==> config.mk <==
export PLATFORM = sky130hd
export DESIGN_NAME = branch_predictor
export DESIGN_NICKNAME = d
export VERILOG_FILES = /design/src/rtl/branch_predictor.sv
export SDC_FILE = /design/constraint.sdc
export NUM_CORES = 2
export LEC_CHECK = 0
export BUFFER_PORTS_ARGS = -buffer_cell sky130_fd_sc_hd__buf_4
export CAP_MARGIN = 10
export CORE_MARGIN = 3
export CORE_UTILIZATION = 35
export DETAILED_ROUTE_END_ITERATION = 7
export HOLD_SLACK_MARGIN = 0.1
export PLACE_DENSITY_LB_ADDON = 0.25
export SYNTH_ARGS = -nofsm -noshare
export SYNTH_HDL_FRONTEND = slang
export SYNTH_SLANG_ARGS = --single-unit
==> constraint.sdc <==
create_clock -name Clk -period 9.1 [get_ports Clk]
set_input_delay 1.82 -clock Clk [delete_from_list [all_inputs] [get_ports Clk]]
set_output_delay 1.82 -clock Clk [all_outputs]
set_load 0.01 [all_outputs]
==> src/rtl/branch_predictor.sv <==
// Fetch-stage branch predictor: direct-mapped BTB plus a table of saturating counters,
// indexed bimodally or gshare-style, trained at resolve, with resolve/mispredict statistics.
module branch_predictor #(
  parameter int IDX_BITS  = 6,
  parameter int CTR_BITS  = 2,
  parameter int HIST_BITS = 6,
  parameter int GSHARE    = 0
) (
  input  logic                 Clk,
  input  logic                 Rst,
  input  logic [31:0]          PC_current,
  output logic [31:0]          PCPredict,
  output logic                 prediction,
  output logic                 btb_hit,
  input  logic [31:0]          PC,
  input  logic [31:0]          PCBranch,
  input  logic                 Branch,
  input  logic                 BranchTaken,
  input  logic                 PredictedE,
  output logic [HIST_BITS-1:0] ghr,
  output logic [31:0]          branch_count,
  output logic [31:0]          mispredict_count
);
  localparam int ENTRIES = 1 << IDX_BITS;
  localparam int TAG_W   = 30 - IDX_BITS;
  localparam logic [CTR_BITS-1:0] CTR_INIT = CTR_BITS'((1 << (CTR_BITS - 1)) - 1);
  localparam logic [CTR_BITS-1:0] CTR_MAX  = '1;

  typedef logic [IDX_BITS-1:0] idx_t;

  logic [ENTRIES-1:0]   valid_q;
  logic [TAG_W-1:0]     tag_q [ENTRIES];
  logic [31:0]          tgt_q [ENTRIES];
  logic [CTR_BITS-1:0]  ctr_q [ENTRIES];
  logic [HIST_BITS-1:0] ghr_q, ghr_d;
  logic [31:0]          bcnt_q, mcnt_q;

  idx_t              f_idx, u_idx, u_pidx;
  logic [TAG_W-1:0]  f_tag, u_tag;
  logic [CTR_BITS-1:0] f_ctr, u_ctr, ctr_d;

  function automatic idx_t pat_idx(input idx_t b, input logic [HIST_BITS-1:0] h);
    return (GSHARE != 0) ? (b ^ idx_t'(h)) : b;
  endfunction

  // Lookup reads registered state only, so a same-cycle update is seen one cycle later.
  assign f_idx      = PC_current[IDX_BITS+1:2];
  assign f_tag      = PC_current[31:IDX_BITS+2];
  assign btb_hit    = valid_q[f_idx] && (tag_q[f_idx] == f_tag);
  assign f_ctr      = ctr_q[pat_idx(f_idx, ghr_q)];
  assign prediction = btb_hit && f_ctr[CTR_BITS-1];
  assign PCPredict  = prediction ? tgt_q[f_idx] : PC_current + 32'd4;

  assign u_idx  = PC[IDX_BITS+1:2];
  assign u_tag  = PC[31:IDX_BITS+2];
  assign u_pidx = pat_idx(u_idx, ghr_q);
  assign u_ctr  = ctr_q[u_pidx];

  always_comb begin
    ctr_d = u_ctr;
    if (BranchTaken && u_ctr != CTR_MAX)        ctr_d = u_ctr + CTR_BITS'(1);
    else if (!BranchTaken && u_ctr != '0)       ctr_d = u_ctr - CTR_BITS'(1);
  end

  generate
    if (HIST_BITS == 1) begin : g_hist1
      assign ghr_d = BranchTaken;
    end else begin : g_histn
      assign ghr_d = {ghr_q[HIST_BITS-2:0], BranchTaken};
    end
  endgenerate

  always_ff @(posedge Clk or posedge Rst) begin
    if (Rst) begin
      for (int i = 0; i < ENTRIES; i++) ctr_q[i] <= CTR_INIT;
    end else if (Branch) begin
      ctr_q[u_pidx] <= ctr_d;
    end
  end

  always_ff @(posedge Clk or posedge Rst) begin
    if (Rst)                          valid_q        <= '0;
    else if (Branch && BranchTaken)   valid_q[u_idx] <= 1'b1;
  end

  // Tags and targets are qualified by valid, so they carry no reset.
  always_ff @(posedge Clk) begin
    if (Branch && BranchTaken) begin
      tag_q[u_idx] <= u_tag;
      tgt_q[u_idx] <= PCBranch;
    end
  end

  always_ff @(posedge Clk or posedge Rst) begin
    if (Rst) begin
      ghr_q  <= '0;
      bcnt_q <= '0;
      mcnt_q <= '0;
    end else if (Branch) begin
      ghr_q <= ghr_d;
      if (bcnt_q != '1) bcnt_q <= bcnt_q + 32'd1;
      if (BranchTaken != PredictedE && mcnt_q != '1) mcnt_q <= mcnt_q + 32'd1;
    end
  end

  assign ghr              = ghr_q;
  assign branch_count     = bcnt_q;
  assign mispredict_count = mcnt_q;
endmodule

# After elaboration in Yosys (flattened, before gate mapping)
# Memories as Yosys holds them, arrays and structs flattened.
# Index checks and enable logic that the tools add are counted.
# classes
addsub,5
mul,0
n_div,0
order_cmp,6
eq_ne,5
shifts,0
muxes,18
bitwise,3
n_reduce_logical,12
# op_table
operator,n
$bwmux W128,1
$add A32 B1 Y32 const B,2
$ne A32 B32 Y1 const B,2
$or A64 B64 Y64,1
$add A32 B3 Y32 const B,1
$mux W32,1
$bmux W2 S6,2
$eq A24 B24 Y1,1
$ge A7 B7 Y1 const B,2
$lt A6 B7 Y1 const B,2
$mux W2,7
$not A6 Y7,2
$demux W2 S6,1
$logic_and A1 B1 Y1,8
$lt A7 B1 Y1 const B,1
$bmux W1 S6,1
$demux W1 S6,1
$ge A6 B1 Y1 const B,1
$mux W1,4
$reduce_and A2 Y1,2
$add A2 B1 Y2 const B,1
$ne A2 B2 Y1 const B,1
$reduce_bool A2 Y1,1
$sub A2 B1 Y2 const B,1
other kinds (2),2
# totals
ff_bits,262
latch_bits,0
mem_bits_rw,3584
mem_bits_ro,0
input_bits,101
output_inout_bits,104
mem_count,2
# memory_table
memory,depth,width,rd,rd_ports_with_merged_regs,write_ports,line,rtl
tgt_q,64,32,1,0,1,33,logic [31:0] tgt_q [ENTRIES];
tag_q,64,24,1,0,1,32,logic [TAG_W-1:0] tag_q [ENTRIES];

# Logic depth before layout (Yosys ltp)
# depth
depth_word,9
depth_mapped,16

# Worst setup path before layout
# OpenSTA, ideal clock, no wires.
# synth_timing
kind,input port to flip-flop
startpoint,input port PC[6]
endpoint,register valid_q[4]
setup_time_ps,88
arrival_ps,7026
t_required_ps,9012
path_slack_ps,1986
stages,6
path_cell_list,clkbuf_1 clkbuf_1 nor3_1 nand2_1 nor3_1 or2_2
# synth_via
elab_chain_cells,5
# synth_rtl
element,line,rtl
start: declaration,15,"input logic [31:0] PC,"
$lt A6 B7 Y1 (not written as such) or $ge A6 B1 Y1 (tied branches),83,else if (Branch && BranchTaken) valid_q[u_idx] <= 1'b1;
$logic_and A1 B1 Y1 (not written as such),83,
$mux W1 (not written as such),83,
$demux W1 S6 (*),83,
$or A64 B64 Y64 (no line) (*),--,
end signal: assignment,82,if (Rst) valid_q <= '0;
end signal: indexed assignment,83,
end: declaration,31,logic [ENTRIES-1:0] valid_q;
# Every way passes the cells marked *; elsewhere a longest branch is shown, timed or not.
# A chain may end at the register's enable or synchronous reset.

# Worst setup path after layout
# layout_timing
startpoint,input port PC_current[3]
endpoint,output port PCPredict[13]
# layout_via
elab_chain_cells,6
# layout_rtl
element,line,rtl
start: declaration,11,"input logic [31:0] PC_current,"
"parallel branches: the longest is 5 deep, another holds $mem_v2 Z64 W24",--,
$mux W32 (*),52,assign PCPredict = prediction ? tgt_q[f_idx] : PC_current + 32'd4;
end: declaration,12,"output logic [31:0] PCPredict,"
# Mark *: on every way between the ends. The select of a mux whose other input is x is not followed.

==> metrics <==
post-layout min period=8.54 ns; leading post-synthesis cells by instance count=edfxtp_1 (3,584), mux4_2 (1,038), nand2_1 (321); top post-synthesis cells by area=edfxtp_1 (72%), mux4_2 (16%), dfrtp_1 (3.3%), dfstp_2 (1.1%), mux2i_1 (1.1%); Synth Warn #=0; Hold Path Stages=1; total CTS buffers=406; CP Class=input port to output port; chain of cells forming the critical path=buf_8 > buf_12 > buf_4 > mux4_2 > o221ai_1 > o2bb2ai_1 > xor2_1 > nor3b_1 > nor4b_2 > nand4_4 > buf_4 > mux2_4 > buf_4; post-detailed-route wirelength per cell=34.1 um; Worst EP required=7.28 ns; Hold Vio Cnt, Final=0; count of buffers inserted at the top-level ports=202; library cell with the largest summed area after synthesis=edfxtp_1; number of nets still failing antenna checks after routing=0; Core Region=425,000 sq um; part of the cycle the worst path needs=93.9%; remaining routing DRC violations=0; maximum level of the CTS H-tree=5; Reg2Reg Setup Slack=5.43 ns; CTS root buf=clkbuf_16; synthesized net count=6,941; post-detailed-placement cell area=160,000 sq um; sink of the worst hold path=valid_q[19]; Cell Rows=239; clock tree from TritonCTS=done; PwrDens=218 nW/um^2; leakage power=54.8 nW; DR vias=75,170; setup repair after global routing missed its margin=false; footprint of the multi-input gates=34,300 sq um; startpoint class of the critical path=input port; share of flip-flops with an asynchronous set or reset=6.81%; number of buffers added for setup after CTS=0; largest vdd supply drop=0.157 mV; peak clock frequency supported by timing=0.117 GHz; Worst Clk Skew=0.0388 ns; # clock sinks=3,846; Vias/cell=5.63; Initial Utilization=35.3%; die extent in y=661 um; sequential cell area fraction in the yosys report=76.2%; post-cts sizing count=0; worst hold margin=0.462 ns; end of the worst register-to-register path=ctr_q[111]; grt total ovfl=0; post-synthesis cell area=150,000 sq um; slew at the pin with the worst max-slew slack=1.34 ns; CP most frequent cell=buf_4; placer congestion estimate=0.822; number of nets in the finished design=7,453; max-capacitance violation count=0; crit-path max FO=45; final-layout fill cell count=37,385; aggregate global-route resource usage=20.6%; starting DRC count in detailed routing=8,834; fraction of synthesized cell area taken by the top area cell type=71.7%; Yosys reg bits=3,846; run status=complete, no violations; gate count after technology mapping=6,835; number of enable-type register cells in the synthesized netlist=3,584; Relative slew margins=10.9%; number of antenna violations at the first check in global routing=38; number of top-level pins=205; Critical Path Max Stage Delay=0.55 ns; layout overhead on the synthesized area=14.8%; cell family with most CP delay=buffers and inverters; first-pass GRT wire length=628,000 um; aggregate negative setup slack=0 ns; Avg Synthesized Cell Area=22.0 sq um; quantity of hold-fixing buffers added after cts=0; clock latency on the worst-skew pair=0.99 ns; final standard cell area without fillers=172,000 sq um; cells on worst reg2reg path=12; clock tree buffer depth=4; die area=437,000 sq um; Initial DRT Pass Iterations=6; HPWL after detailed placement=252,000 um; post-route worst setup slack=0.558 ns; die width=661 um; min-delay src=valid_q[19]; Worst-path clk slew=0.06 ns; Post-synth top flop=edfxtp_1; fraction of layout cells with a size suffix above 1=29.9%; buffers plus inverters on the worst setup path=5; endpoint class of the critical path=output port; post-synthesis cell type count=84; class of the most critical hold timing path=register to register; most frequent cell after synthesis=edfxtp_1; data arrival time at the worst-slack endpoint=6.72 ns; # setup viols final=0; vias in the first global route=76,153; Seq. cell area=114,000 sq um; Max Transition Viols Final=0; reg-to-reg critical path startpoint=ctr_q[4]; Detailed Route WL=455,000 um; Place WS=0.668 ns; final total power=37.6 mW; Slowest-stage cell, CP=mux4_2; largest net degree at the start of global routing=127
## how the worst max path moves through the flow
stage                        startpoint               to  cells past startpoint
after CTS                 PC_current[3]    PCPredict[12]                     13
after floorplan                     Rst  branch_count[0]                      1
after detailed placement  PC_current[3]    PCPredict[12]                     13
after global routing      PC_current[3]    PCPredict[12]                     13
final                     PC_current[3]    PCPredict[13]                     13
after global placement    PC_current[3]    PCPredict[12]                     13
## per-layer routing
metal / up-vias / wire length, um / track usage [%] / part of all wire, %
met5: - / 98 / 0 / 0.022
met4: 16 / 14200 / 6.29 / 3.1
met3: 679 / 29100 / 2.93 / 6.4
met2: 2914 / 228000 / 34.8 / 50
met1: 41727 / 184000 / 27.7 / 40
li1: 29834 / - / - / -
## flip-flops by register name (all words and copies together), names as in the netlist
name / flops
branch_count: 32
ctr_q: 128
ghr: 6
mispredict_count: 32
tag_q: 1536
tgt_q: 2048
valid_q: 64
## cells by family after synthesis
group / count (synthesis) / share of synthesized area, %
xor+xnor: 108 / 0.630
compound gates: 480 / 2.20
fa+ha+maj: 5 / 0.0417
simple gates: 763 / 2.43
mux: 1262 / 17.2
buf+inv: 371 / 1.32
flops: 3846 / 76.2
## placed cells by master (no fill, tap or decap), types with 56 or more instances in the layout
cell       netlist  layout
a22oi_1        118     118
dfrtp_1        198     198
mux4_2        1038    1038
dfstp_2         64      64
clkinv_1         0      96
o21ai_0        148     148
clkbuf_16        0     406
nand2_1        321     321
nor2_4           0      56
nor2_1         128      70
edfxtp_1      3584    3584
buf_4           50     406
nand3_1         59      59
clkbuf_1       114     124
or2_2           65      65
xnor2_1         73      72
mux2i_1        162     162
## metrics by stage
step                      util (%)  cells
final                         40.5  13353
after global routing          40.5  13347
after CTS                     40.5  13338
after detailed placement      37.6  12601
after global placement        37.6  12601
after floorplan                  -   6835
## power by group
part	switching (mW)	total (mW)	internal [mW]
Sequential	0.147	19.8	19.6
Combinational	1.37	2.26	0.891
Clock	6.89	15.6	8.69
Total	8.40	37.6	29.2
## cell type report
cell class,instances,share of cell area (%)
diodes,14,0.0203
repair buffers,458,2.37
multi-input cells,2618,19.9
clock inverters,195,0.932
inverters,17,0.0487
flip-flops and latches,3846,66.3
clock buffers,542,6.26
well taps,5663,4.11
Note: power is estimated with default switching activity, not from simulation.
